<file path="src/rtl/coherence_bus_ctrl_if.sv">
// Cache-side and RAM-side signal bundle for the two-CPU coherence bus controller.
// The controller connects through the master modport; caches and RAM use slave.
interface coherence_bus_ctrl_if;
    logic [1:0]       iREN;
    logic [1:0][31:0] iaddr;
    logic [1:0]       dREN;
    logic [1:0]       dWEN;
    logic [1:0][31:0] daddr;
    logic [1:0][31:0] dstore;
    logic [1:0]       ccwrite;
    logic [1:0]       cctrans;
    logic [31:0]      ramload;
    logic [1:0]       ramstate;

    logic [1:0]       iwait;
    logic [1:0]       dwait;
    logic [1:0][31:0] iload;
    logic [1:0][31:0] dload;
    logic [1:0]       ccwait;
    logic [1:0]       ccinv;
    logic [1:0][31:0] ccsnoopaddr;
    logic [31:0]      ramaddr;
    logic [31:0]      ramstore;
    logic             ramREN;
    logic             ramWEN;

    modport master (
        input  iREN, iaddr, dREN, dWEN, daddr, dstore, ccwrite, cctrans, ramload, ramstate,
        output iwait, dwait, iload, dload, ccwait, ccinv, ccsnoopaddr,
               ramaddr, ramstore, ramREN, ramWEN
    );

    modport slave (
        output iREN, iaddr, dREN, dWEN, daddr, dstore, ccwrite, cctrans, ramload, ramstate,
        input  iwait, dwait, iload, dload, ccwait, ccinv, ccsnoopaddr,
               ramaddr, ramstore, ramREN, ramWEN
    );
endinterface

</file>
<file path="src/rtl/coherence_bus_ctrl.sv">
// Two-CPU snooping coherence controller: arbitrates ifetch, block load, write-back
// and coherence transactions onto one RAM port, with cache-to-cache dirty forwarding.
module coherence_bus_ctrl (
    input  logic                  clk,
    input  logic                  rst,
    coherence_bus_ctrl_if.master  bus
);

    typedef enum logic [3:0] {
        IDLE, IFETCH, WB0, WB1, SNOOP, C2C0, C2C1, LOAD0, LOAD1, INVONLY
    } state_t;

    localparam logic [1:0] RAM_ACCESS = 2'd2;

    state_t     state_q, state_d;
    logic       r_q, r_d;
    logic       dptr_q, dptr_d;
    logic       iptr_q, iptr_d;
    logic       inv_q, inv_d;
    logic       coh_q, coh_d;

    logic [1:0] dreq;
    logic       access;
    logic       o;
    logic       win;

    assign dreq   = bus.dREN | bus.dWEN | bus.cctrans;
    assign access = (bus.ramstate == RAM_ACCESS);
    assign o      = ~r_q;

    always_ff @(posedge clk or posedge rst) begin
        if (rst) begin
            state_q <= IDLE;
            r_q     <= 1'b0;
            dptr_q  <= 1'b0;
            iptr_q  <= 1'b0;
            inv_q   <= 1'b0;
            coh_q   <= 1'b0;
        end else begin
            state_q <= state_d;
            r_q     <= r_d;
            dptr_q  <= dptr_d;
            iptr_q  <= iptr_d;
            inv_q   <= inv_d;
            coh_q   <= coh_d;
        end
    end

    always_comb begin
        state_d = state_q;
        r_d     = r_q;
        dptr_d  = dptr_q;
        iptr_d  = iptr_q;
        inv_d   = inv_q;
        coh_d   = coh_q;
        win     = 1'b0;
        case (state_q)
            IDLE: begin
                // Data beats instructions; on a tie the CPU not named by the pointer wins.
                if (|dreq) begin
                    win   = (&dreq) ? ~dptr_q : dreq[1];
                    r_d   = win;
                    coh_d = bus.cctrans[win];
                    inv_d = bus.ccwrite[win];
                    if (bus.cctrans[win])   state_d = SNOOP;
                    else if (bus.dWEN[win]) state_d = WB0;
                    else                    state_d = LOAD0;
                end else if (|bus.iREN) begin
                    win     = (&bus.iREN) ? ~iptr_q : bus.iREN[1];
                    r_d     = win;
                    coh_d   = 1'b0;
                    inv_d   = 1'b0;
                    state_d = IFETCH;
                end
            end
            IFETCH: if (access) begin
                state_d = IDLE;
                iptr_d  = ~iptr_q;
            end
            WB0:   if (access) state_d = WB1;
            WB1:   if (access) begin
                state_d = IDLE;
                dptr_d  = ~dptr_q;
            end
            SNOOP: begin
                if (bus.ccwrite[o])     state_d = C2C0;
                else if (bus.dREN[r_q]) state_d = LOAD0;
                else                    state_d = INVONLY;
            end
            C2C0:  if (access) state_d = C2C1;
            C2C1:  if (access) begin
                state_d = IDLE;
                dptr_d  = ~dptr_q;
            end
            LOAD0: if (access) state_d = LOAD1;
            LOAD1: if (access) begin
                state_d = IDLE;
                dptr_d  = ~dptr_q;
            end
            INVONLY: begin
                state_d = IDLE;
                dptr_d  = ~dptr_q;
            end
            default: state_d = IDLE;
        endcase
    end

    always_comb begin
        bus.iwait       = '1;
        bus.dwait       = '1;
        bus.iload       = '0;
        bus.dload       = '0;
        bus.ccwait      = '0;
        bus.ccinv       = '0;
        bus.ccsnoopaddr = '0;
        bus.ramaddr     = '0;
        bus.ramstore    = '0;
        bus.ramREN      = 1'b0;
        bus.ramWEN      = 1'b0;
        // The snooped cache stays stalled for the whole coherence transaction.
        if (coh_q && state_q != IDLE) begin
            bus.ccwait[o]      = 1'b1;
            bus.ccinv[o]       = inv_q;
            bus.ccsnoopaddr[o] = bus.daddr[r_q];
        end
        case (state_q)
            IFETCH: begin
                bus.ramREN     = 1'b1;
                bus.ramaddr    = bus.iaddr[r_q];
                bus.iload[r_q] = bus.ramload;
                bus.iwait[r_q] = ~access;
            end
            WB0, WB1: begin
                bus.ramWEN     = 1'b1;
                bus.ramaddr    = bus.daddr[r_q];
                bus.ramstore   = bus.dstore[r_q];
                bus.dwait[r_q] = ~access;
            end
            C2C0, C2C1: begin
                bus.ramWEN     = 1'b1;
                bus.ramaddr    = bus.daddr[o];
                bus.ramstore   = bus.dstore[o];
                bus.dload[r_q] = bus.dstore[o];
                bus.dwait[r_q] = ~access;
                bus.dwait[o]   = ~access;
            end
            LOAD0, LOAD1: begin
                bus.ramREN     = 1'b1;
                bus.ramaddr    = bus.daddr[r_q];
                bus.dload[r_q] = bus.ramload;
                bus.dwait[r_q] = ~access;
            end
            INVONLY: bus.dwait[r_q] = 1'b0;
            default: ;
        endcase
    end

endmodule
</file>
<file path="src/flat_wrapper.sv">
// flat-port wrapper written by rule: the top's interface ports become plain ports
module coherence_bus_ctrl_flat 
  (clk, rst, bus_iREN, bus_iaddr, bus_dREN, bus_dWEN, bus_daddr, bus_dstore, bus_ccwrite, bus_cctrans, bus_ramload, bus_ramstate, bus_iwait, bus_dwait, bus_iload, bus_dload, bus_ccwait, bus_ccinv, bus_ccsnoopaddr, bus_ramaddr, bus_ramstore, bus_ramREN, bus_ramWEN);
  coherence_bus_ctrl_if bus_i ();
  input  logic clk;
  input  logic rst;
  input wire logic [$bits(bus_i.iREN)-1:0] bus_iREN;
  input wire logic [$bits(bus_i.iaddr)-1:0] bus_iaddr;
  input wire logic [$bits(bus_i.dREN)-1:0] bus_dREN;
  input wire logic [$bits(bus_i.dWEN)-1:0] bus_dWEN;
  input wire logic [$bits(bus_i.daddr)-1:0] bus_daddr;
  input wire logic [$bits(bus_i.dstore)-1:0] bus_dstore;
  input wire logic [$bits(bus_i.ccwrite)-1:0] bus_ccwrite;
  input wire logic [$bits(bus_i.cctrans)-1:0] bus_cctrans;
  input wire logic [$bits(bus_i.ramload)-1:0] bus_ramload;
  input wire logic [$bits(bus_i.ramstate)-1:0] bus_ramstate;
  output wire logic [$bits(bus_i.iwait)-1:0] bus_iwait;
  output wire logic [$bits(bus_i.dwait)-1:0] bus_dwait;
  output wire logic [$bits(bus_i.iload)-1:0] bus_iload;
  output wire logic [$bits(bus_i.dload)-1:0] bus_dload;
  output wire logic [$bits(bus_i.ccwait)-1:0] bus_ccwait;
  output wire logic [$bits(bus_i.ccinv)-1:0] bus_ccinv;
  output wire logic [$bits(bus_i.ccsnoopaddr)-1:0] bus_ccsnoopaddr;
  output wire logic [$bits(bus_i.ramaddr)-1:0] bus_ramaddr;
  output wire logic [$bits(bus_i.ramstore)-1:0] bus_ramstore;
  output wire logic [$bits(bus_i.ramREN)-1:0] bus_ramREN;
  output wire logic [$bits(bus_i.ramWEN)-1:0] bus_ramWEN;
  assign bus_i.iREN = bus_iREN;
  assign bus_i.iaddr = bus_iaddr;
  assign bus_i.dREN = bus_dREN;
  assign bus_i.dWEN = bus_dWEN;
  assign bus_i.daddr = bus_daddr;
  assign bus_i.dstore = bus_dstore;
  assign bus_i.ccwrite = bus_ccwrite;
  assign bus_i.cctrans = bus_cctrans;
  assign bus_i.ramload = bus_ramload;
  assign bus_i.ramstate = bus_ramstate;
  assign bus_iwait = bus_i.iwait;
  assign bus_dwait = bus_i.dwait;
  assign bus_iload = bus_i.iload;
  assign bus_dload = bus_i.dload;
  assign bus_ccwait = bus_i.ccwait;
  assign bus_ccinv = bus_i.ccinv;
  assign bus_ccsnoopaddr = bus_i.ccsnoopaddr;
  assign bus_ramaddr = bus_i.ramaddr;
  assign bus_ramstore = bus_i.ramstore;
  assign bus_ramREN = bus_i.ramREN;
  assign bus_ramWEN = bus_i.ramWEN;
  coherence_bus_ctrl u_core (.clk(clk), .rst(rst), .bus(bus_i));
endmodule
</file>
<file path="config.mk">
export PLATFORM = sky130hd
export DESIGN_NAME = coherence_bus_ctrl_flat
export DESIGN_NICKNAME = d
export VERILOG_FILES = /design/src/rtl/coherence_bus_ctrl_if.sv /design/src/rtl/coherence_bus_ctrl.sv /design/src/flat_wrapper.sv
export SDC_FILE = /design/constraint.sdc
export NUM_CORES = 1
export LEC_CHECK = 0
export CORE_AREA = 2 2 196 198
export CTS_BUF_LIST = sky130_fd_sc_hd__clkbuf_8
export CTS_CLUSTER_SIZE = 24
export DETAILED_ROUTE_END_ITERATION = 12
export DIE_AREA = 0 0 198 200
export SYNTH_ARGS = -nofsm -noshare
export SYNTH_HDL_FRONTEND = slang
export SYNTH_SLANG_ARGS = --single-unit
</file>
<file path="constraint.sdc">
create_clock -name clk -period 2.1 [get_ports clk]
set_input_delay 0.63 -clock clk [delete_from_list [all_inputs] [get_ports clk]]
set_output_delay 0.63 -clock clk [all_outputs]
set_load 0.005 [all_outputs]
</file>
==> flow_summary.yaml <==
status:
  outcome: "finished, violations left"
  failed_checks: "setup timing"
timing:
  final.setup_skew_ps: 3.29
  final_min_period_over_clock_period_pct: 144
  max_freq_ghz: 0.331
  relSlewSlack_pct: 64.9
  setup_ws_ps: -919
  rsz0062_at_grt: "true"
  finalMaxSlewViolations: 0
  timing.final.setup_violations: 266
  worstMarginPinSlew_ps: 521
  period_minus_slack_ps: 3020
  final_report_hold_violation_count: 0
floorplanning:
  fp.dieArea_um2: 39600
  num_io_pins: 504
  core_um2: 37400
  start_util_pct: 11.5
  placementRows: 71
  die_h_um: 200
  floorplan.die.width_um: 198
setup_path:
  worstRegToRegCells: 7
  critPathMostFrequentCell: "sky130_fd_sc_hd__buf_12"
  worst_path_max_delay_cell: "sky130_fd_sc_hd__or4b_4"
  critical_path.max_fanout: 4
  required_ps: 1470
  timing_worst_setup_path_type: "flop to primary output"
  timing.critical_path.arrival_ps: 2390
  cpLargestDelayFamily: "buffers and inverters"
  startpoint_type: "flop"
  max_stage_delay_ps: 550
  worstSetupEndpointType: "primary output"
  reg2reg_setup_slack_ps: 50
  r2r_start: "u_core.state_q[0]$_DFFE_PP0P_"
  path_cells: "buf_6, or4b_4, o41a_4, nor2_4, buf_6, buf_12, buf_12, buf_12, buf_8, a22o_1, buf_2"
  timing.rr.end: "u_core.state_q[1]$_DFFE_PP0P_"
  cp.buffers_inverters: 7
finish:
  final_cells: 1812
  syn2layout_area_growth_pct: 203
  nFillCells: 3865
  num-nets-final: 1535
  finish.utilization_pct: 34.9
  post_route_cells_drive_above_1_share_pct: 56.0
pwr:
  power_report.internal_total_uw: 9580
  irDropWorstVdd_mv: 0.531
  net-switching-power_uw: 8040
  combinationalPowerShare_pct: 96.4
  power.share.clock_pct: 1.1
  power.share.sequential_pct: 2.4
  power_per_cell_area_nw_per_um2: 1350
  swShare_pct: 45.6
  leakage_uw: 0.00641
synth:
  share_of_synthesized_flip_flops_with_an_asynchronous_set_or_reset_pct: 100
  yosysSeqAreaShare_pct: 5.23
  synth_flop_cell: "sky130_fd_sc_hd__dfrtp_1"
  syn-mean-instance-area_um2: 7.36
  syn-instance-count: 585
  synth_enable_flop_cells: 0
  synth.lib_cells_used.distinct: 56
  netlist_area_um2: 4310
  postSynthRegisterBits: 9
  synthesis.nets: 823
  synth_warnings: 0
placed_design:
  gp_congestion: 0.859
  placed_cells: 1635
  dp_hpwl_um: 28300
  placement.io_buffers: 503
grt:
  grt_pass1_vias: 7744
  grt_usage_pct: 17.7
  globalRouteOverflowTotal: 0
  grt_start_max_net_pins: 68
  wire_length_of_the_first_global_routing_pass_um: 52000
  grt_antenna_before_repair: 5
cts:
  insertion_delay_to_the_later_sink_of_the_worst_skew_pair_ps: 240
  ctsHtreeMaxLevel: 1
  clock_sinks: 9
  ctsHoldBuffers: 0
  cts.root.buffer_cell: "sky130_fd_sc_hd__clkbuf_8"
  cts_tree: "yes"
  clock_buffer_count_from_cts: 3
  clkSlewWorstSetupHoldPaths_ps: 40
  clock_path_buffers: 2
route:
  drtAntennaViolNets: 0
  vias_per_cell: 4.70
  via_count: 8519
  route.detailed.drc: 0
  routed_wirelength_um: 47400
  initialDrtViolationCount: 522
  routedWlPerCell_um: 26.2
  iteration_count_of_the_initial_detailed_routing_pass: 5
min_path:
  hp-class: "flop to flop"
  min_delay_path_depth: 1
  min-delay-start: "u_core.iptr_q$_DFFE_PP0P_"
  worstHoldEndpoint: "u_core.iptr_q$_DFFE_PP0P_"
run:
  cap_viol_max_count: 0
==> synth_stat cells (4+ instances only) <==
cell type,number,area [um2]
sky130_fd_sc_hd__a21oi_1,4,20.0
sky130_fd_sc_hd__a221o_1,32,320
sky130_fd_sc_hd__a221oi_1,62,543
sky130_fd_sc_hd__a22o_1,66,578
sky130_fd_sc_hd__and2_1,66,413
sky130_fd_sc_hd__and3_1,66,413
sky130_fd_sc_hd__buf_2,29,145
sky130_fd_sc_hd__buf_4,5,37.5
sky130_fd_sc_hd__buf_6,16,180
sky130_fd_sc_hd__clkbuf_1,28,105
sky130_fd_sc_hd__dfrtp_1,9,225
sky130_fd_sc_hd__inv_1,5,18.8
sky130_fd_sc_hd__mux2i_1,35,350
sky130_fd_sc_hd__nand2_1,12,45.0
sky130_fd_sc_hd__nand3_1,4,20.0
sky130_fd_sc_hd__nor2_1,67,251
sky130_fd_sc_hd__nor2b_1,6,37.5
sky130_fd_sc_hd__nor3_1,6,30.0
sky130_fd_sc_hd__nor4bb_1,4,40.0
sky130_fd_sc_hd__o21ai_0,7,35.0
==> per-stage QoR <==
stage	hold WS [ps]	setup slack, ps	instance area [um2]	total power (uW)	setup TNS [ps]
floorplan	445	-132	4470	5670	-14560
global placement	478	-943	10800	12500	-186110
detailed placement	480	-889	10800	12500	-188590
CTS	489	-942	11200	13300	-210840
global route	500	-977	13100	18500	-208500
finish	490	-919	13100	17600	-187910
==> state kept, by name (all words and copies together) (netlist names) <==
register / flops
u_core.state_q: 4
u_core.r_q: 1
u_core.inv_q: 1
u_core.coh_q: 1
u_core.dptr_q: 1
u_core.iptr_q: 1
==> cells in the final DEF (no fill, tap or decap), drive strengths merged, types with 9 or more instances in the layout <==
| master | synthesis | final |
|---|---|---|
| buf | 50 | 415 |
| mux2i | 35 | 35 |
| nor2 | 70 | 70 |
| a22o | 66 | 66 |
| dlymetal6s2s | 0 | 19 |
| dfrtp | 9 | 9 |
| and2 | 67 | 67 |
| clkbuf | 28 | 115 |
| a221o | 32 | 32 |
| a221oi | 62 | 62 |
| clkdlybuf4s50 | 0 | 234 |
| nand2 | 13 | 13 |
| and3 | 66 | 69 |
==> per-layer routing <==
metal | up-vias | track usage [%] | routed length (um)
met5 | - | 0 | 32
met4 | 4 | 3.95 | 1510
met3 | 73 | 2.86 | 3360
met2 | 524 | 33.2 | 24600
met1 | 4147 | 21.1 | 17900
li1 | 3771 | - | -
==> power groups by stage <==
stage / logic (uW) / clock network, uW / registers [uW]
global route: 17900 / 216 / 443
global placement: 12100 / 0 / 419
CTS: 12700 / 206 / 417
detailed placement: 12100 / 0 / 424
floorplan: 5340 / 0 / 325
finish: 17000 / 199 / 427
==> final cells by class <==
| class | count | area [um2] | share of cell area [%] |
|---|---|---|---|
| inverter | 5 | 26.3 | 0.201 |
| antenna | 5 | 12.5 | 0.0957 |
| clock buffer | 3 | 41.3 | 0.316 |
| sequential | 9 | 233 | 1.78 |
| clock inverter | 1 | 3.75 | 0.0287 |
| tap | 511 | 639 | 4.89 |
| timing repair buffer | 782 | 7530 | 57.7 |
| multi-input combinational | 496 | 4580 | 35.0 |
==> worst max-delay path by stage <==
| stage | end | startpoint | slack, ps | cells after the start |
|---|---|---|---|---|
| finish | bus_dload[11] | u_core.state_q[0]$_DFFE_PP0P_ | -920 | 11 |
| global route | bus_dload[11] | u_core.state_q[0]$_DFFE_PP0P_ | -980 | 11 |
| CTS | bus_ramaddr[26] | u_core.state_q[1]$_DFFE_PP0P_ | -940 | 7 |
| detailed placement | bus_ramaddr[16] | u_core.r_q$_DFFE_PP0P_ | -890 | 6 |
| global placement | bus_ramaddr[19] | u_core.state_q[3]$_DFFE_PP0P_ | -940 | 6 |
| floorplan | bus_dload[10] | u_core.state_q[0]$_DFFE_PP0P_ | -130 | 6 |
==> kinds of logic after synthesis <==
group                     synth area share [%]
AOI/OAI and AO/OA                         40.2
xor gates and xnor gates                 0.988
muxes                                     8.40
and+or+nand+nor                           33.9
buffers and inverters                     11.3
DFF                                       5.23
==> what timing repair did <==
action                                  4_1_cts  5_1_grt
buffers inserted                             40       97
endpoints found under the setup margin      268      270
resized for setup                           484      645
cloned                                        9       30
pin swaps                                    20      109
(Power assumes the default switching activity.)
